[config.mk]
export PLATFORM = sky130hd
export DESIGN_NAME = bp_be_int_dual_sched
export DESIGN_NICKNAME = d
export VERILOG_FILES = /design/src/rtl/bp_be_pkg.sv /design/src/rtl/bp_be_int_sched_cnt.sv /design/src/rtl/bp_be_int_dual_sched.sv
export SDC_FILE = /design/constraint.sdc
export NUM_CORES = 1
export LEC_CHECK = 0
export BUFFER_PORTS_ARGS = -buffer_cell sky130_fd_sc_hd__buf_2
export CAP_MARGIN = 0
export CELL_PAD_IN_SITES_DETAIL_PLACEMENT = 1
export CELL_PAD_IN_SITES_GLOBAL_PLACEMENT = 1
export CORE_AREA = 2 2 285 287
export DETAILED_ROUTE_END_ITERATION = 16
export DIE_AREA = 0 0 287 289
export PLACE_DENSITY = 0.59
export RECOVER_POWER = 100
export SYNTH_ARGS = -nofsm -noshare
export SYNTH_HDL_FRONTEND = slang
export SYNTH_SLANG_ARGS = --single-unit
export TNS_END_PERCENT = 50
[constraint.sdc]
create_clock -name clk_i -period 3 [get_ports clk_i]
set_input_delay 0.6 -clock clk_i [delete_from_list [all_inputs] [get_ports clk_i]]
set_output_delay 0.6 -clock clk_i [all_outputs]
set_load 0.03 [all_outputs]
[src/rtl/bp_be_pkg.sv]
// Shared backend types for the dual-issue integer scheduler: dispatch packet,
// integer FU opcodes and scheduler states.
package bp_be_pkg;

  localparam int vaddr_width_gp = 39;
  localparam int dpath_width_gp = 64;

  typedef enum logic [3:0] {
    e_int_add = 4'd0,
    e_int_sub = 4'd1,
    e_int_xor = 4'd2
  } bp_be_int_fu_op_e;

  // The v field doubles as the pipe's valid, so an all-zero packet is a bubble.
  typedef struct packed {
    logic                      v;
    logic [vaddr_width_gp-1:0] pc;
    bp_be_int_fu_op_e          fu_op;
    logic [dpath_width_gp-1:0] rs1;
    logic [dpath_width_gp-1:0] rs2;
  } bp_be_dispatch_pkt_s;

  localparam int dispatch_pkt_width_gp = $bits(bp_be_dispatch_pkt_s);

  typedef enum logic {
    e_idle,
    e_hold
  } bp_be_int_sched_state_e;

endpackage

[src/rtl/bp_be_int_sched_cnt.sv]
// Saturating up-counter of dual-int conflicts; only reset clears it.
module bp_be_int_sched_cnt #(
  parameter int width_p = 16
) (
  input  logic               clk_i,
  input  logic               reset_n_i,
  input  logic               up_i,
  output logic [width_p-1:0] count_o
);

  always_ff @(posedge clk_i) begin
    if (!reset_n_i)
      count_o <= '0;
    else if (up_i && (count_o != {width_p{1'b1}}))
      count_o <= count_o + 1'b1;
  end

endmodule

[src/rtl/bp_be_int_dual_sched.sv]
// Shares the single integer pipe between both dispatch slots; on a conflict the
// younger slot is parked for one cycle and dispatch is stalled.
module bp_be_int_dual_sched
  import bp_be_pkg::*;
#(
  parameter  int cnt_width_p           = 16,
  localparam int dispatch_pkt_width_lp = dispatch_pkt_width_gp
) (
  input  logic                             clk_i,
  input  logic                             reset_n_i,
  input  logic [dispatch_pkt_width_lp-1:0] slot0_pkt_i,
  input  logic                             slot0_v_i,
  input  logic [dispatch_pkt_width_lp-1:0] slot1_pkt_i,
  input  logic                             slot1_v_i,
  output logic                             ready_o,
  input  logic                             flush_i,
  output logic [dispatch_pkt_width_lp-1:0] pipe_pkt_o,
  input  logic [dpath_width_gp-1:0]        pipe_data_i,
  input  logic                             pipe_v_i,
  output logic [dpath_width_gp-1:0]        slot0_data_o,
  output logic                             slot0_v_o,
  output logic [dpath_width_gp-1:0]        slot1_data_o,
  output logic                             slot1_v_o,
  output logic [cnt_width_p-1:0]           conflict_cnt_o
);

  bp_be_int_sched_state_e state_r, state_n;
  logic [dispatch_pkt_width_lp-1:0] hold_r;
  logic issue0, issue1, capture;

  // Flush squashes issue in both states; a flushed hold simply falls back to idle.
  always_comb begin
    state_n    = state_r;
    pipe_pkt_o = '0;
    issue0     = 1'b0;
    issue1     = 1'b0;
    capture    = 1'b0;
    if (reset_n_i) begin
      case (state_r)
        e_idle: begin
          if (!flush_i) begin
            if (slot0_v_i) begin
              pipe_pkt_o = slot0_pkt_i;
              issue0     = 1'b1;
              if (slot1_v_i) begin
                capture = 1'b1;
                state_n = e_hold;
              end
            end else if (slot1_v_i) begin
              pipe_pkt_o = slot1_pkt_i;
              issue1     = 1'b1;
            end
          end
        end
        e_hold: begin
          state_n = e_idle;
          if (!flush_i) begin
            pipe_pkt_o = hold_r;
            issue1     = 1'b1;
          end
        end
        default: state_n = e_idle;
      endcase
    end
  end

  assign ready_o = reset_n_i & (state_r == e_idle);

  always_ff @(posedge clk_i) begin
    if (!reset_n_i) begin
      state_r <= e_idle;
      hold_r  <= '0;
    end else begin
      state_r <= state_n;
      if (capture)
        hold_r <= slot1_pkt_i;
    end
  end

  // Issue flags are already flush-gated, so only the pipe valid is needed here.
  always_ff @(posedge clk_i) begin
    if (!reset_n_i) begin
      slot0_v_o    <= 1'b0;
      slot1_v_o    <= 1'b0;
      slot0_data_o <= '0;
      slot1_data_o <= '0;
    end else begin
      slot0_v_o <= issue0 & pipe_v_i;
      slot1_v_o <= issue1 & pipe_v_i;
      if (issue0 && pipe_v_i)
        slot0_data_o <= pipe_data_i;
      if (issue1 && pipe_v_i)
        slot1_data_o <= pipe_data_i;
    end
  end

  bp_be_int_sched_cnt #(
    .width_p(cnt_width_p)
  ) conflict_cnt (
    .clk_i    (clk_i),
    .reset_n_i(reset_n_i),
    .up_i     (capture),
    .count_o  (conflict_cnt_o)
  );

endmodule

Word-level counts from Yosys, hierarchy flattened
Index checks and enable logic that the tools add are counted.

cells by class
  bitwise logic cells = 4
  equal/unequal tests = 1
  add/sub/neg operators = 1
  multiplexer cells = 21
  reduce and logical (&&, ||, !) cells = 3

operator list
  kind                                            number
  2-to-1 mux 172 bit                              5
  case mux 172 bit (2 select lines)               1
  adder 16 x 1 -> 16 bit (second input constant)  1
  != test 16 bit (second input constant)          1
  2-to-1 mux 1 bit                                13
  case mux 1 bit (2 select lines)                 2
  AND 1 bit                                       3
  logical AND 1 bit                               3
  NOT 1 bit                                       1

word-level totals
  register bits = 319
  input bits = 414
  output and inout bits = 319
  logic and storage cells = 37

Longest topological paths before layout
Gate-level depths: netlist (run 1).

  word-level depth = 6
  gate-level depth with buffers = 8
  depth with buffers taken out = 5

Modules after synthesis
A second synthesis (run 1) with hierarchy kept.

unflattened totals
  cells, all modules = 2081
  area total of the unflattened synthesis = 16234.3 µm²

modules (own cells, without submodules)
  module                seq. area each (µm²)  times used  area an instance (µm²)  cells an instance
  bp_be_int_dual_sched  6065.8                1           15397.3                 1984
  bp_be_int_sched_cnt   320.3                 1           837.1                   97

Least setup slack after synthesis (run 1)
OpenSTA, ideal clock, no wires.

  kind = input to output
  from = in slot0_v_i
  to = out pipe_pkt_o[100]
  data required time = 2400 ps
  setup slack = 378 ps
  stages on the path = 7
  arrival = 2022 ps
  cell sequence = clkbuf_1 -> clkbuf_1 -> clkbuf_1 -> nand2_1 -> a21oi_1 -> a21oi_1 -> nor2_1

on the way
  word-level cells in the longest chain between the ends = 4

ends and longest elaborated chain
  element                            RTL line                    source
  start, declared                    bp_be_int_dual_sched.sv:12  input logic slot0_v_i,
  2-to-1 mux 172 bit                 bp_be_int_dual_sched.sv:42  if (slot0_v_i) begin
  2-to-1 mux 172 bit                 bp_be_int_dual_sched.sv:41  if (!flush_i) begin
  case mux 172 bit (2 select lines)  bp_be_int_dual_sched.sv:39  case (state_r)
  2-to-1 mux 172 bit                 bp_be_int_dual_sched.sv:38  if (reset_n_i) begin
  end, declared                      bp_be_int_dual_sched.sv:17  output logic [dispatch_pkt_width_lp-1:0] pipe_pkt_o,

No other way between the ends.

Worst setup path after layout (run 1)
  from = reg state_r
  to = out pipe_pkt_o[101]

on the way
  word-level cells in the longest chain between the ends = 3

ends and longest elaborated chain
  element                                RTL line                    source
  start, declared                        bp_be_int_dual_sched.sv:27  bp_be_int_sched_state_e state_r, state_n;
  start signal, assigned                 bp_be_int_dual_sched.sv:71  state_r <= e_idle;
  start signal, assigned                 bp_be_int_dual_sched.sv:74  state_r <= state_n;
  NOT 1 bit                              -
  case mux 172 bit (2 select lines) (*)  bp_be_int_dual_sched.sv:39
  2-to-1 mux 172 bit (*)                 bp_be_int_dual_sched.sv:38

Every way passes the cells marked *; elsewhere a longest branch is shown, timed or not.

==> flow_summary.ini, run 1 <==
[status]
status = finished clean

[layout]
fillers = 10270
nNetsFinal = 3434
seq_area_um2 = 6390
multi_input_area_um2 = 8610
syn2layout_area_growth_pct = 38.3
layout-drive-gt1-share = 0.206

[synthesis]
ys_ff_latch = 319
synth.distinct_cells = 35
ys_seq_area_frac = 0.402
synth_edf_count = 0
synthFlopType = dfxtp_1
syn_inst = 2389
ys_async_sr_fraction = 0
yosys_warnings = 0
synth_nets = 2804
syn_avg_cell_area_um2 = 6.65
synth_area_um2 = 15900

[sta]
timing_worst_slew_pin_value_ns = 1.37
holdWs_ns = 0.212
setup_viol = 0
maxSlewViolCount = 0
fin_skew_ns = 0.0429
fmax_mhz = 353
hold_violations = 0
fin_crit_sh = 0.944
slew_headroom = 0.0864
setup_tns_ns = 0
post-route-min-period_ns = 2.83
grt_setup_unrepaired = no

[setup_path]
path_class = flip-flop to output port
path_max_fanout = 77
start_kind = flip-flop
worstPathRequired_ns = 2.40
cp.arrival_ns = 2.23
worstSetupEndpointType = output port

[floorplan]
rows = 104
core_region_area_um2 = 79900
die_h_um = 289
initial_utilization = 0.199
die-area_um2 = 82900
die_w_um = 287
ios = 733

[route]
num_vias = 18812
via_per_inst = 4.56
top_layer = met5
wirelength_um = 76900
drtAntennaViolNets = 0
drtIter0Drc = 703
post_drt_wl_per_cell_um = 18.7
met1_length_um = 31800
routed-wl-met2_um = 37900
met3_wirelength_um = 4860
drc = 0
first_pass_iters = 5

[place]
place.port_buffers = 732
gp_congestion = 0.804
dp_hpwl_um = 55500

[power]
leakage_uw = 0.00924
power_uw = 11300
clkPwrFrac = 0.460
power_frac_comb = 0.147
power_density_nw_per_um2 = 513
p_int_uw = 7970
power_frac_seq = 0.393
switching_share = 0.292
vdd_drop_max_mv = 0.335
switchingPower_uw = 3280

[clock_tree]
clk_pin_slew_ns = 0.06
cts-htree-levels = 2
cts_buffers = 42
cts_num_sinks = 319
cts_root_buffer = clkbuf_16
tritoncts = built
clockBufferDepth = 3
clk_latency_ns = 0.58

[hold_path]
hold_class = input port to flip-flop

[global_route]
antenna_found_initial = 27
grt_pass1_wl_um = 113000
grt_max_degree = 138
grtUsageTotal = 0.174
gr-total-overflow = 0
grt_pass1_vias = 18681

[run]
timing.max_cap.violations = 0
[cells in the final DEF (no fill, tap or decap), types with 3 or more instances in the layout]
master / count
clkbuf_1: 257
clkbuf_16: 42
nand3_1: 176
buf_6: 3
nand3b_1: 174
buf_12: 19
clkbuf_2: 63
nand2b_1: 5
nor2_1: 177
clkbuf_8: 14
a21oi_1: 481
nor4_1: 4
buf_4: 33
o31ai_1: 4
diode_2: 15
mux2i_1: 6
or3_1: 3
inv_1: 4
dfxtp_1: 318
nand2_1: 782
or4_1: 5
clkinv_2: 4
buf_2: 430
nand4_1: 5
o21ai_0: 4
[sequential cells by signal (all words and copies together), names as in the netlist]
name / flops
conflict_cnt.count_o: 16
slot1_data_o: 64
hold_r: 172
state_r: 1
slot1_v_o: 1
slot0_v_o: 1
slot0_data_o: 64
[per-stage QoR]
step	instances	utilization	area, um2	worst slack [ns]
after floorplan	2389	-	15900	0.378
after global placement	4030	0.261	20900	0.237
after detailed placement	4030	0.261	20900	0.191
after CTS	4105	0.279	22300	0.0215
after global routing	4121	0.275	21900	0.0328
final	4124	0.275	22000	0.168
[worst paths after layout]
path	from	end	slack (ns)	cells past startpoint
worst max-delay path	state_r$_SDFF_PN0_	pipe_pkt_o[101]	0.17	4
worst min-delay path	slot1_pkt_i[164]	hold_r[164]$_SDFFE_PN0P_	0.21	3
worst max register to register	state_r$_SDFF_PN0_	hold_r[6]$_SDFFE_PN0P_	0.24	7
worst min register to register	slot1_data_o[40]$_SDFFE_PN0P_	slot1_data_o[40]$_SDFFE_PN0P_	0.45	2
[cells by family after synthesis]
kind of cell               after synthesis  share of synthesized area
AOI/OAI and AO/OA                      493                      0.157
adders and majority gates                1                   0.000788
buffers and inverters                  225                     0.0552
DFF                                    319                      0.402
muxes                                    6                    0.00378
and+or+nand+nor                       1345                      0.381
[synthesized netlist by cell type (4+ instances only)]
library cell / n / area share
nand3b_1: 174 / 0.082
nor4_1: 4 / 0.0016
a21oi_1: 481 / 0.15
nand3_1: 176 / 0.055
nor2_1: 177 / 0.042
inv_1: 7 / 0.0017
or4_1: 5 / 0.0024
nand2_1: 784 / 0.19
o31ai_1: 4 / 0.0019
mux2i_1: 6 / 0.0038
buf_2: 11 / 0.0035
dfxtp_1: 319 / 0.40
buf_1: 35 / 0.0083
nand4_1: 5 / 0.0020
o21ai_0: 4 / 0.0013
nand2b_1: 5 / 0.0020
clkbuf_1: 169 / 0.040
[worst max-delay path, stage by stage, from the launching register on]
cell and delay (ns):
dfxtp_4 0.54, buf_16 0.30, a21oi_1 0.12, nor2_1 0.27, clkbuf_1 0.35
[repair_timing]
action / 4_1_cts / 5_1_grt
hold buffers: 0 / 0
setup buffers: 1 / 4
resized for setup: 0 / 1
endpoints found under the setup margin: 2 / 1
[layout make-up]
class                           count  share of cell area
Sequential cell                   319               0.291
Tap cell                         1060              0.0604
Antenna cell                       15             0.00171
Multi-Input combinational cell   1845               0.392
Clock inverter                     12             0.00695
Clock buffer                       62              0.0577
Inverter                            7             0.00154
Timing Repair Buffer              804               0.189
[power groups by stage]
stage / Clock (uW) / Sequential [uW] / Combinational, uW
floorplan: 0 / 4550 / 870
global placement: 0 / 4510 / 1690
detailed placement: 0 / 4510 / 1700
CTS: 5390 / 4420 / 1710
global route: 5550 / 4430 / 1820
finish: 5180 / 4420 / 1660
[layer usage]
metal / GRT usage / vias up
li1: - / 9221
met1: 0.207 / 8918
met2: 0.303 / 526
met3: 0.0413 / 125
met4: 0.0624 / 22
met5: 0 / -
Power figures use the tool's default switching activity.
==> run 2, diff against run 1 <==
==> constraint.sdc (replaced) <==
create_clock -name clk_i -period 3 [get_ports clk_i]
set_input_delay 0.6 -clock clk_i [delete_from_list [all_inputs] [get_ports clk_i]]
set_output_delay 0.6 -clock clk_i [all_outputs]
set_load 0.1 [all_outputs]
==> flow_summary.ini, run 2 (synthesis results as in run 1) <==
[clock_tree]
clk_pin_slew_ns = 0.06
cts_num_sinks = 319
clk_latency_ns = 0.58
cts_hold_buf = 0
tritoncts = built
clockBufferDepth = 3
cts_buffers = 42
cts_root_buffer = clkbuf_16
cts-htree-levels = 2

[sta]
slew_headroom = 0.0837
fin_skew_ns = 0.0176
post-route-min-period_ns = 2.78
grt_setup_unrepaired = no
maxSlewViolCount = 0
hold_violations = 0
fin_crit_sh = 0.926
fmax_mhz = 360
holdWs_ns = 0.225
setup_viol = 0
timing_worst_slew_pin_value_ns = 1.38

[global_route]
grt_pass1_wl_um = 117000
antenna_found_initial = 35
grtUsageTotal = 0.180
grt_pass1_vias = 18943
grt_max_degree = 138
gr-total-overflow = 0

[power]
leakage_uw = 0.00996
power_density_nw_per_um2 = 505
vdd_drop_max_mv = 0.299

[hold_path]
hold_class = input port to flip-flop
whs_path_depth = 3

[floorplan]
die-area_um2 = 82900
core_region_area_um2 = 79900
ios = 733
die_h_um = 289
die_w_um = 287
initial_utilization = 0.199
rows = 104

[layout]
fillers = 10016
layout_commonest_cell = nand2_1
top_regs = hold_r x172, slot0_data_o x64, slot1_data_o x64
syn2layout_area_growth_pct = 52.4
multi_input_area_um2 = 9260
nNetsFinal = 3444
final_cell_mix = nand2_1, a21oi_1, buf_2, dfxtp_1, nand3_1
seq_area_um2 = 6390
regMostFlops = hold_r
layout-drive-gt1-share = 0.268
largest_reg_flops = 172
final_area_um2 = 24200

[route]
post_drt_wl_per_cell_um = 19.2
wirelength_um = 79300
drc = 0
routed-wl-met2_um = 39400
first_pass_iters = 5
drtIter0Drc = 786
drtAntennaViolNets = 0
met1_length_um = 32700
top_layer = met5
met3_wirelength_um = 5190
num_vias = 18923
via_per_inst = 4.57

[place]
gp_congestion = 0.804
place_area_um2 = 24300
place.port_buffers = 732
dp_hpwl_um = 57300

[setup_path]
reg2reg_from = state_r$_SDFF_PN0_
start_kind = flip-flop
r2r-end = hold_r[118]$_SDFFE_PN0P_
worstSetupEndpointType = output port
ff2ff_setup_slack_ns = 0.40
path_max_fanout = 52
cp.arrival_ns = 2.18
reg2reg_depth = 9
worstPathRequired_ns = 2.40
path_class = flip-flop to output port
worstSetupEndpoint = pipe_pkt_o[19]
startpoint = state_r$_SDFF_PN0_

[run]
timing.max_cap.violations = 0

[status]
status = finished clean
run 2: worst max-delay path: stages, from the launching register on:
cell and delay, ns:
dfxtp_1 0.42, buf_12 0.15, buf_12 0.24, a21oi_1 0.11, nor2_1 0.18, clkbuf_2 0.50
run 2: power by group:
part / leakage, uW / internal (uW) / total (uW) / switching [uW]
registers: 0.00259 / 4350 / 4420 / 61.5
clock network: 0.000680 / 3100 / 5230 / 2130
logic: 0.00669 / 770 / 2580 / 1810
total: 0.00996 / 8220 / 12200 / 4000
run 2: cell type report:
| type | count | share of cell area |
|---|---|---|
| Multi-Input combinational cell | 1845 | 0.383 |
| Clock buffer | 59 | 0.0486 |
| Antenna cell | 17 | 0.00176 |
| Tap cell | 1060 | 0.0548 |
| Clock inverter | 16 | 0.00988 |
| Sequential cell | 319 | 0.264 |
| Inverter | 7 | 0.00140 |
| Timing Repair Buffer | 814 | 0.237 |
run 2: through the flow:
| stage | setup WS [ns] | util | TNS (ns) | cells | power (uW) |
|---|---|---|---|---|---|
| final | 0.223 | 0.303 | 0 | 4137 | 12200 |
| after CTS | 0.0531 | 0.322 | 0 | 4116 | 12600 |
| after detailed placement | 0.327 | 0.304 | 0 | 4040 | 7290 |
| after floorplan | -0.454 | - | -29.84 | 2389 | 6170 |
| after global routing | 0.122 | 0.303 | 0 | 4134 | 12700 |
| after global placement | 0.335 | 0.304 | 0 | 4040 | 7280 |
run 2: repair_timing:
item | CTS | global route
resized for setup | 1 | 0
endpoints found under the setup margin | 34 | 1
buffers inserted | 1 | 4
pin swaps | 0 | 0
run 2: worst min-delay path by stage:
stage	endpoint	start	slack, ns
CTS	hold_r[163]$_SDFFE_PN0P_	slot1_pkt_i[163]	0.18
floorplan	hold_r[0]$_SDFFE_PN0P_	hold_r[0]$_SDFFE_PN0P_	0.43
finish	hold_r[163]$_SDFFE_PN0P_	slot1_pkt_i[163]	0.22
global placement	slot0_data_o[41]$_SDFFE_PN0P_	slot0_data_o[41]$_SDFFE_PN0P_	0.44
global route	hold_r[163]$_SDFFE_PN0P_	slot1_pkt_i[163]	0.21
detailed placement	slot0_data_o[8]$_SDFFE_PN0P_	slot0_data_o[8]$_SDFFE_PN0P_	0.44
run 2: per-layer routing:
metal	global-route usage	up-vias
met1	0.215	9031
met2	0.315	514
met3	0.0473	118
li1	-	9234
met5	0	-
met4	0.0512	26
==> run 3, diff against run 2 <==
--- a/config.mk
+++ b/config.mk
@@ -9,12 +9,13 @@
 export CAP_MARGIN = 0
 export CELL_PAD_IN_SITES_DETAIL_PLACEMENT = 1
 export CELL_PAD_IN_SITES_GLOBAL_PLACEMENT = 1
-export CORE_AREA = 2 2 285 287
+export CORE_AREA = 2 2 289 291
 export DETAILED_ROUTE_END_ITERATION = 16
-export DIE_AREA = 0 0 287 289
-export PLACE_DENSITY = 0.59
+export DIE_AREA = 0 0 291 293
+export PLACE_DENSITY = 0.57
 export RECOVER_POWER = 100
 export SYNTH_ARGS = -nofsm -noshare
 export SYNTH_HDL_FRONTEND = slang
+export SYNTH_HIERARCHICAL = 1
 export SYNTH_SLANG_ARGS = --single-unit
 export TNS_END_PERCENT = 50
==> flow_summary.ini, run 3 <==
[setup_path]
worstPathRequired_ns = 2.40
start_kind = input port
worstSetupEndpointType = output port
reg2reg_depth = 6
reg2reg_from = state_r$_SDFF_PN0_
cp_slowest_stage_delay_ns = 0.51
crit_chain = buf_8 > nand2b_4 > buf_12 > nor3_1 > clkbuf_2
path_class = input port to output port
cp.arrival_ns = 2.34
path_max_fanout = 114
r2r-end = hold_r[126]$_SDFFE_PN0P_
ff2ff_setup_slack_ns = 0.24
crit_path_top_delay_cell = clkbuf_2

[floorplan]
initial_utilization = 0.198
die-area_um2 = 85300
rows = 105
ios = 733
die_w_um = 291
die_h_um = 293
core_region_area_um2 = 81800

[global_route]
grtUsageTotal = 0.177
top_usage_layer = met2
use_met1 = 0.227
grt_max_degree = 174
grt_pass1_vias = 19086
antenna_found_initial = 19
grt_use_met3 = 0.0341
grt_use_met2 = 0.298
gr-total-overflow = 0
grt_pass1_wl_um = 120000

[layout]
syn2layout_area_growth_pct = 46.3
top_regs = hold_r x172, slot0_data_o x64, slot1_data_o x64
layout_commonest_cell = buf_2
final_cell_mix = buf_2, dfxtp_1, nand2_1, o21ai_0, nand4_1
fillers = 9990
final_util = 0.290
final_area_um2 = 23800
seq_area_um2 = 6390
layout-drive-gt1-share = 0.284
multi_input_area_um2 = 8830
largest_reg_flops = 172
nNetsFinal = 3100
regMostFlops = hold_r

[clock_tree]
clk_latency_ns = 0.56
cts_hold_buf = 0
cts-htree-levels = 2
cts_setup_buffers = 0
clk_pin_slew_ns = 0.06
cts_buffers = 42
cts_root_buffer = clkbuf_16
cts_num_sinks = 319
tritoncts = built
clockBufferDepth = 3

[sta]
setup_viol = 0
fin_crit_sh = 0.981
timing_worst_slew_pin_value_ns = 1.59
grt_setup_unrepaired = no
setup_slack_ns = 0.0572
slew_headroom = -0.0613
fmax_mhz = 340
post-route-min-period_ns = 2.94
hold_violations = 0
fin_skew_ns = 0.0194
maxSlewViolCount = 237

[power]
p_int_uw = 8410
switching_share = 0.337
vdd_drop_max_mv = 0.319
power_density_nw_per_um2 = 534
power_frac_comb = 0.226
power_frac_seq = 0.351
switchingPower_uw = 4270
leakage_uw = 0.00892
clkPwrFrac = 0.424

[place]
dp_slack_ns = 0.216
place.port_buffers = 732
place_area_um2 = 23900
dp_hpwl_um = 55000
gp_congestion = 0.828

[synthesis]
ys_seq_area_frac = 0.393
synth.distinct_cells = 43
synth_nets = 2496
syn_inst = 2081
synth_area_um2 = 16200
yosys_warnings = 6
synthFlopType = dfxtp_1
yosys-top-cells-count = dfxtp_1, nand2_1, o21ai_1
yosys.cell_count.top_type = dfxtp_1
yosys-top-cells-area = dfxtp_1, a221oi_1, o21ai_1
synth_edf_count = 0
ys_async_sr_fraction = 0
ys_ff_latch = 319
synth_top_area_frac = 0.393
synth_top_cell_by_area = dfxtp_1
syn_avg_cell_area_um2 = 7.80

[route]
drc = 0
via_per_inst = 4.91
drtAntennaViolNets = 0
drtIter0Drc = 934
first_pass_iters = 5
wirelength_um = 80300
post_drt_wl_per_cell_um = 21.1
num_vias = 18700

[hold_path]
hold_end = slot0_data_o[24]$_SDFFE_PN0P_
hold_class = input port to flip-flop
hp-start = pipe_data_i[24]
whs_path_depth = 3

[status]
violations = max-capacitance violations, max-slew violations
status = complete, but fails checks

[run]
timing.max_cap.violations = 2
-- run 3: metrics by stage --
step | TNS [ns] | power [uW] | hold WS, ns | cells
after floorplan | -130.73 | 6440 | 0.429 | 2081
after global placement | 0 | 7630 | 0.435 | 3711
after CTS | 0 | 13100 | 0.215 | 3788
final | 0 | 12700 | 0.267 | 3805
after detailed placement | 0 | 7640 | 0.438 | 3711
after global routing | 0 | 13200 | 0.244 | 3803
-- run 3: layout make-up --
class                   count  area share
diodes                     17     0.00179
clock buffers              60      0.0513
clock inverters            17     0.00980
inverters                   4    0.000632
multi-input cells        1501       0.372
flip-flops and latches    319       0.269
well taps                1070      0.0564
repair buffers            817       0.239
-- run 3: critical path, delay by kind of cell --
kind,cells,cell delay (ns)
buf+inv,3,0.95
simple gates,2,0.50
-- run 3: cell families after synthesis --
kind of cell | share of synthesized area
and+or+nand+nor | 0.297
AOI/OAI and AO/OA | 0.224
DFF | 0.393
buffers and inverters | 0.0825
muxes | 0.00185
xor gates and xnor gates | 0.00108
adders and majority gates | 0.000771
-- run 3: how the worst max path moves through the flow --
stage	from	endpoint	slack (ns)
4_1_cts	state_r$_SDFF_PN0_	pipe_pkt_o[97]	0.08
2_1_floorplan	slot0_v_i	pipe_pkt_o[14]	-0.94
3_5_place_dp	slot0_v_i	conflict_cnt/count_o[9]$_SDFFE_PN0P_	0.22
3_3_place_gp	slot0_v_i	conflict_cnt/count_o[9]$_SDFFE_PN0P_	0.24
6_report	reset_n_i	pipe_pkt_o[70]	0.06
5_1_grt	slot0_v_i	pipe_pkt_o[105]	0.005
-- run 3: layer usage --
metal | part of all wire | routed length (um)
met1 | 0.44 | 35000
met2 | 0.49 | 39000
met3 | 0.051 | 4110
met4 | 0.027 | 2200
met5 | 0.00010 | 8
-- run 3: what timing repair did --
action                     in CTS  in global routing
setup endpoints to repair       0                  4
hold endpoints to repair        0                  0
gates resized for setup         0                  2
-- run 3: power by group through the flow --
stage / Sequential (uW) / Clock, uW / Combinational, uW
CTS: 4440 / 5560 / 3110
finish: 4450 / 5370 / 2860
global placement: 4530 / 0 / 3100
detailed placement: 4540 / 0 / 3110
floorplan: 4910 / 0 / 1530
global route: 4460 / 5740 / 3010
